$ cat config.mk
export PLATFORM = sky130hd
export DESIGN_NAME = display_scan_ctrl
export DESIGN_NICKNAME = d
export VERILOG_FILES = /design/src/rtl/display_scan_ctrl.sv
export SDC_FILE = /design/constraint.sdc
export NUM_CORES = 1
export LEC_CHECK = 0
export BUFFER_PORTS_ARGS = -buffer_cell sky130_fd_sc_hd__buf_4
export CORE_ASPECT_RATIO = 0.7
export CORE_MARGIN = 5
export CORE_UTILIZATION = 45
export DETAILED_ROUTE_END_ITERATION = 8
export GPL_ROUTABILITY_DRIVEN = 0
export GPL_TIMING_DRIVEN = 0
export PLACE_DENSITY_LB_ADDON = 0.08
export SYNTH_ARGS = -nofsm -noshare
export SYNTH_HDL_FRONTEND = slang
export SYNTH_SLANG_ARGS = --single-unit
$ cat constraint.sdc
create_clock -name clk -period 2.48 [get_ports clk]
set_clock_uncertainty 0.15 [all_clocks]
set_input_delay 0.496 -clock clk [delete_from_list [all_inputs] [get_ports clk]]
set_output_delay 0.496 -clock clk [all_outputs]
set_load 0.005 [all_outputs]
$ cat src/rtl/display_scan_ctrl.sv
// rtl/display_scan_ctrl.sv - 4-digit multiplexed 7-segment scan controller with hex/decimal formatting
module display_scan_ctrl #(
  parameter int SCAN_DIV = 50000,
  parameter int CNT_W    = 16
) (
  input  logic       clk,
  input  logic       rst_n,
  input  logic       load_valid,
  output logic       load_ready,
  input  logic [7:0] value,
  input  logic [1:0] mode,
  output logic [3:0] nibble,
  output logic [3:0] dig_en_n,
  output logic       blank,
  output logic       neg
);

  typedef enum logic [1:0] {IDLE, CONV, SHOW} state_t;

  // One double-dabble step on {bcd[11:0], bin[7:0]}: add 3 to any BCD digit >= 5, then shift left.
  function automatic logic [19:0] dabble(input logic [19:0] v);
    logic [19:0] r;
    r = v;
    for (int i = 0; i < 3; i++) begin
      if (r[8+4*i +: 4] >= 4'd5) r[8+4*i +: 4] = r[8+4*i +: 4] + 4'd3;
    end
    return {r[18:0], 1'b0};
  endfunction

  state_t     state;
  logic       pend_hex;
  logic       pend_dec;
  logic [7:0] hold;
  logic       neg_hold;
  logic [19:0] acc;
  logic [3:0] step;
  logic [3:0] dig_code [4];
  logic       dig_blank [4];
  logic [CNT_W-1:0] cnt;
  logic [1:0] idx;
  logic       accept;
  logic       is_dec;

  // A decimal load is still pending for one cycle before CONV shows on load_ready; block a second accept then.
  assign accept = load_valid & load_ready & ~pend_dec;
  assign is_dec = (mode == 2'b01) || (mode == 2'b10);

  // Load capture, conversion sequencing and digit register updates.
  always_ff @(posedge clk or negedge rst_n) begin
    if (!rst_n) begin
      state      <= IDLE;
      load_ready <= 1'b0;
      pend_hex   <= 1'b0;
      pend_dec   <= 1'b0;
      hold       <= 8'd0;
      neg_hold   <= 1'b0;
      acc        <= 20'd0;
      step       <= 4'd0;
      neg        <= 1'b0;
      for (int i = 0; i < 4; i++) begin
        dig_code[i]  <= 4'd0;
        dig_blank[i] <= 1'b1;
      end
    end else begin
      pend_hex <= 1'b0;
      pend_dec <= 1'b0;
      if (accept) begin
        hold     <= (mode == 2'b10 && value[7]) ? (~value + 8'd1) : value;
        neg_hold <= (mode == 2'b10) && value[7];
        pend_dec <= is_dec;
        pend_hex <= !is_dec;
      end
      case (state)
        IDLE, SHOW: begin
          load_ready <= 1'b1;
          if (pend_hex) begin
            dig_code[0]  <= hold[3:0];
            dig_code[1]  <= hold[7:4];
            dig_code[2]  <= 4'd0;
            dig_code[3]  <= 4'd0;
            dig_blank[0] <= 1'b0;
            dig_blank[1] <= 1'b0;
            dig_blank[2] <= 1'b1;
            dig_blank[3] <= 1'b1;
            neg          <= 1'b0;
            state        <= SHOW;
          end else if (pend_dec) begin
            acc        <= dabble({12'd0, hold});
            step       <= 4'd1;
            load_ready <= 1'b0;
            state      <= CONV;
          end
        end
        CONV: begin
          if (step == 4'd8) begin
            dig_code[0]  <= acc[11:8];
            dig_code[1]  <= acc[15:12];
            dig_code[2]  <= acc[19:16];
            dig_code[3]  <= 4'd0;
            dig_blank[0] <= 1'b0;
            dig_blank[1] <= (acc[19:12] == 8'd0);
            dig_blank[2] <= (acc[19:16] == 4'd0);
            dig_blank[3] <= 1'b1;
            neg          <= neg_hold;
            load_ready   <= 1'b1;
            state        <= SHOW;
          end else begin
            acc  <= dabble(acc);
            step <= step + 4'd1;
          end
        end
        default: state <= IDLE;
      endcase
    end
  end

  // Free-running prescaler and scan index, plus registered per-digit outputs.
  always_ff @(posedge clk or negedge rst_n) begin
    if (!rst_n) begin
      cnt      <= '0;
      idx      <= 2'd0;
      nibble   <= 4'd0;
      dig_en_n <= 4'b1111;
      blank    <= 1'b1;
    end else begin
      if (cnt == CNT_W'(SCAN_DIV - 1)) begin
        cnt <= '0;
        idx <= idx + 2'd1;
      end else begin
        cnt <= cnt + 1'b1;
      end
      blank    <= dig_blank[idx];
      nibble   <= dig_blank[idx] ? 4'd0 : dig_code[idx];
      dig_en_n <= dig_blank[idx] ? 4'b1111 : ~(4'b0001 << idx);
    end
  end

endmodule

==> metrics.md <==
| Metric | Value |
|---|---|
| Routed Antenna Nets | `0` |
| Setup Buffers After CTS | `0` |
| Critical Path AT | `2.15 ns` |
| Total congestion overflow | `0` |
| Syn_nets | `411` |
| Diodes inserted | `0` |
| Vias per Instance | `5.17` |
| Yosys reg bits | `80` |
| Setup Viol. Count Final | `0` |
| Synthesized cell area | `3850 um2` |
| Final Cell Area | `4490 um2` |
| EDFF count, synth | `0` |
| Max-cap violations | `0` |
| FMAX | `0.492 GHz` |
| DRC | `0` |
| Critical R2R Launch | `step[0]` |
| Period minus WS final | `2.03 ns` |
| Final Hold Vio Count | `0` |
| # port buffers | `23` |
| Register area share after synthesis | `52.3%` |
| Clock H-tree levels | `3` |
| Iter 0 DRT Violations | `173` |
| Total CTS buffers | `9` |
| Ys flop type | `dfrtp_1` |
| 1st-pass router iterations | `4` |
| Largest net degree at the start of global routing | `81` |
| CP Capture Type | `flop` |
| Worst EP required | `2.60 ns` |
| Power Dens Cells | `1020 nW/um2` |
| Post-Syn Area per Cell | `10.1 um2` |
| Crit share post-route | `82.0%` |
| Synth async-reset ratio | `100%` |
| Tightest Pin Transition | `0.985 ns` |
| Setup CP Type | `flop to flop` |
| # clock sinks | `80` |
| Layout Nets | `445` |
| Startpoint types | `flop` |
| Total Routing Usage GR | `16.8%` |
| Post-cts gate resize count | `0` |
| CTS tree | `done` |
| Leakage | `2.00 nW` |
| Starting Density | `45.8%` |
| Clock Latency Late Sink | `0.34 ns` |
| Count of final max-slew check failures | `0` |
| Setup crit start | `step[0]` |
| Register Area | `2010 um2` |
| Area delta synth->final | `16.6%` |
| Hold/Removal Path Class | `input port to async pin` |
| Synth Warn # | `0` |
| Crit path max fanout | `8` |
| First-pass GRT wire length | `13700 um` |
| Routed wire length | `7850 um` |
| Slew Limit Headroom | `34.3%` |
| Die height | `87.4 um` |
| Wire length per cell | `14.9 um` |
| Number of global-route vias before repair | `2706` |
| Clock Path Buffers | `2` |
| Die Span X | `121 um` |
| Sum of negative setup slack | `0 ns` |
| Multi-input gate area | `1700 um2` |
| Filler Cell Count | `767` |
| RSZ-0062 raised after global routing | `no` |
| Layout cell share with drive strength beyond 1 | `16.4%` |
| Die Area | `10500 um2` |
| Post-Synthesis Cells | `382` |
| Status | `complete, no violations` |
| Num rows | `28` |
| Top Ports | `24` |
| Core area | `8410 um2` |
| Initial antenna violation count | `0` |
| Distinct cell type count after synthesis | `47` |
| Hold buffer count at CTS | `0` |
| Detailed-route via count | `2722` |
| Post-Place Cell Area | `4150 um2` |
| Clk root buf | `clkbuf_16` |
| Post-DP HPWL | `5620 um` |
| Peak VDD IR | `453 uV` |
| Clock transition at path regs | `0.06 ns` |
-- cells in the mapped netlist, drive strengths merged (2+ instances only) --
library cell   n  share of area, %
o22ai          2              0.49
a22o           5               1.1
nor4           2              0.32
mux2i          7               1.8
xnor2         16               3.6
o21ai         28               3.6
clkbuf         4              0.39
dfstp          8               5.5
nor3           6              0.91
nand4          7               1.1
inv           20               1.9
dfrtp         72                47
nor3b          5               1.1
ha            16               5.2
nand3b         2              0.72
nand3         18               2.3
nand2         48               4.7
nor2b          6              0.98
nand2b         4              0.65
a21oi         13               1.8
nor2          43               4.4
a31oi         13               2.1
xor2           9               2.0
or3            2              0.32
buf            9               1.3
mux2           5               1.5
-- state kept, by name, indices dropped and copies added, names as in the netlist, 2 cells and up --
register	cells
step	4
dig_blank	3
nibble	4
hold	8
idx	2
cnt	16
acc	19
dig_en_n	4
dig_code	12
state	2
-- worst max-delay path, cell delays in order (launching register included) --
cell      delay (ns)
dfrtp_1         0.38
inv_1           0.09
ha_1            0.24
nand3b_4        0.18
nor2_4          0.10
a21oi_1         0.59
a22o_1          0.23
-- metrics by stage --
stage	setup slack [ns]	hold slack, ns	utilization, %	power [mW]	std cells
after floorplan	0.819	0.0504	-	2.74	382
after global placement	0.514	0.318	49.4	3.13	510
after detailed placement	0.487	0.325	49.4	3.17	510
after CTS	0.455	0.214	53.4	4.65	526
after global routing	0.289	0.269	53.4	4.95	526
final	0.446	0.143	53.4	4.59	526
-- where the power goes --
part           switching, mW  internal [mW]
Clock                  0.486          0.964
Combinational          0.738          0.517
Sequential             0.247           1.64
-- layer usage --
metal	global-route usage (%)	vias to the layer above	part of all wire (%)
li1	-	1367	-
met1	23.8	1287	51
met2	23.9	60	41
met3	6.49	8	6.6
met4	5.14	0	1.0
met5	0	-	0
-- cell usage in the layout, fill, tap and decap left out, drive strengths merged, types with 2 or more instances in the layout --
master / Yosys / layout
mux2: 5 / 5
nor2: 43 / 43
mux2i: 7 / 7
or3: 2 / 2
ha: 16 / 16
o22ai: 2 / 2
nand4: 7 / 7
a22o: 5 / 5
buf: 9 / 32
nor2b: 6 / 6
nor3: 6 / 6
xnor2: 16 / 16
clkbuf: 4 / 18
nor3b: 5 / 5
nand3: 18 / 18
a31oi: 13 / 13
dfrtp: 72 / 72
inv: 20 / 20
nor4: 2 / 2
nand2b: 4 / 4
o21ai: 28 / 28
nand3b: 2 / 2
bufinv: 0 / 2
xor2: 9 / 9
dfstp: 8 / 8
nand2: 48 / 48
a21oi: 13 / 13
-- final cells by class --
cell class | count | share of cell area, %
repair buffers | 23 | 3.85
clock buffers | 14 | 6.11
inverters | 20 | 1.67
well taps | 105 | 2.93
clock inverters | 2 | 1.34
plain buffers | 13 | 1.45
multi-input cells | 269 | 37.8
flip-flops and latches | 80 | 44.8
-- final timing paths --
path | to | slack (ns) | depth (start not counted)
worst max register to register | dig_code[6] | 0.45 | 6
worst min-delay path | step[3] | 0.14 | 1
worst min register to register | neg_hold | 0.33 | 2
max in group asynchronous | cnt[9] | 1.36 | 1
min in group clk | pend_dec | 0.29 | 3
worst max-delay path | dig_code[6] | 0.45 | 6
-- cell families after synthesis --
logic type | synth area share, %
compound gates | 11.1
flops | 52.3
fa+ha+maj | 5.20
simple gates | 18.9
buf+inv | 3.64
xor+xnor | 5.69
mux | 3.28
Note: power is estimated with default switching activity, not from simulation.
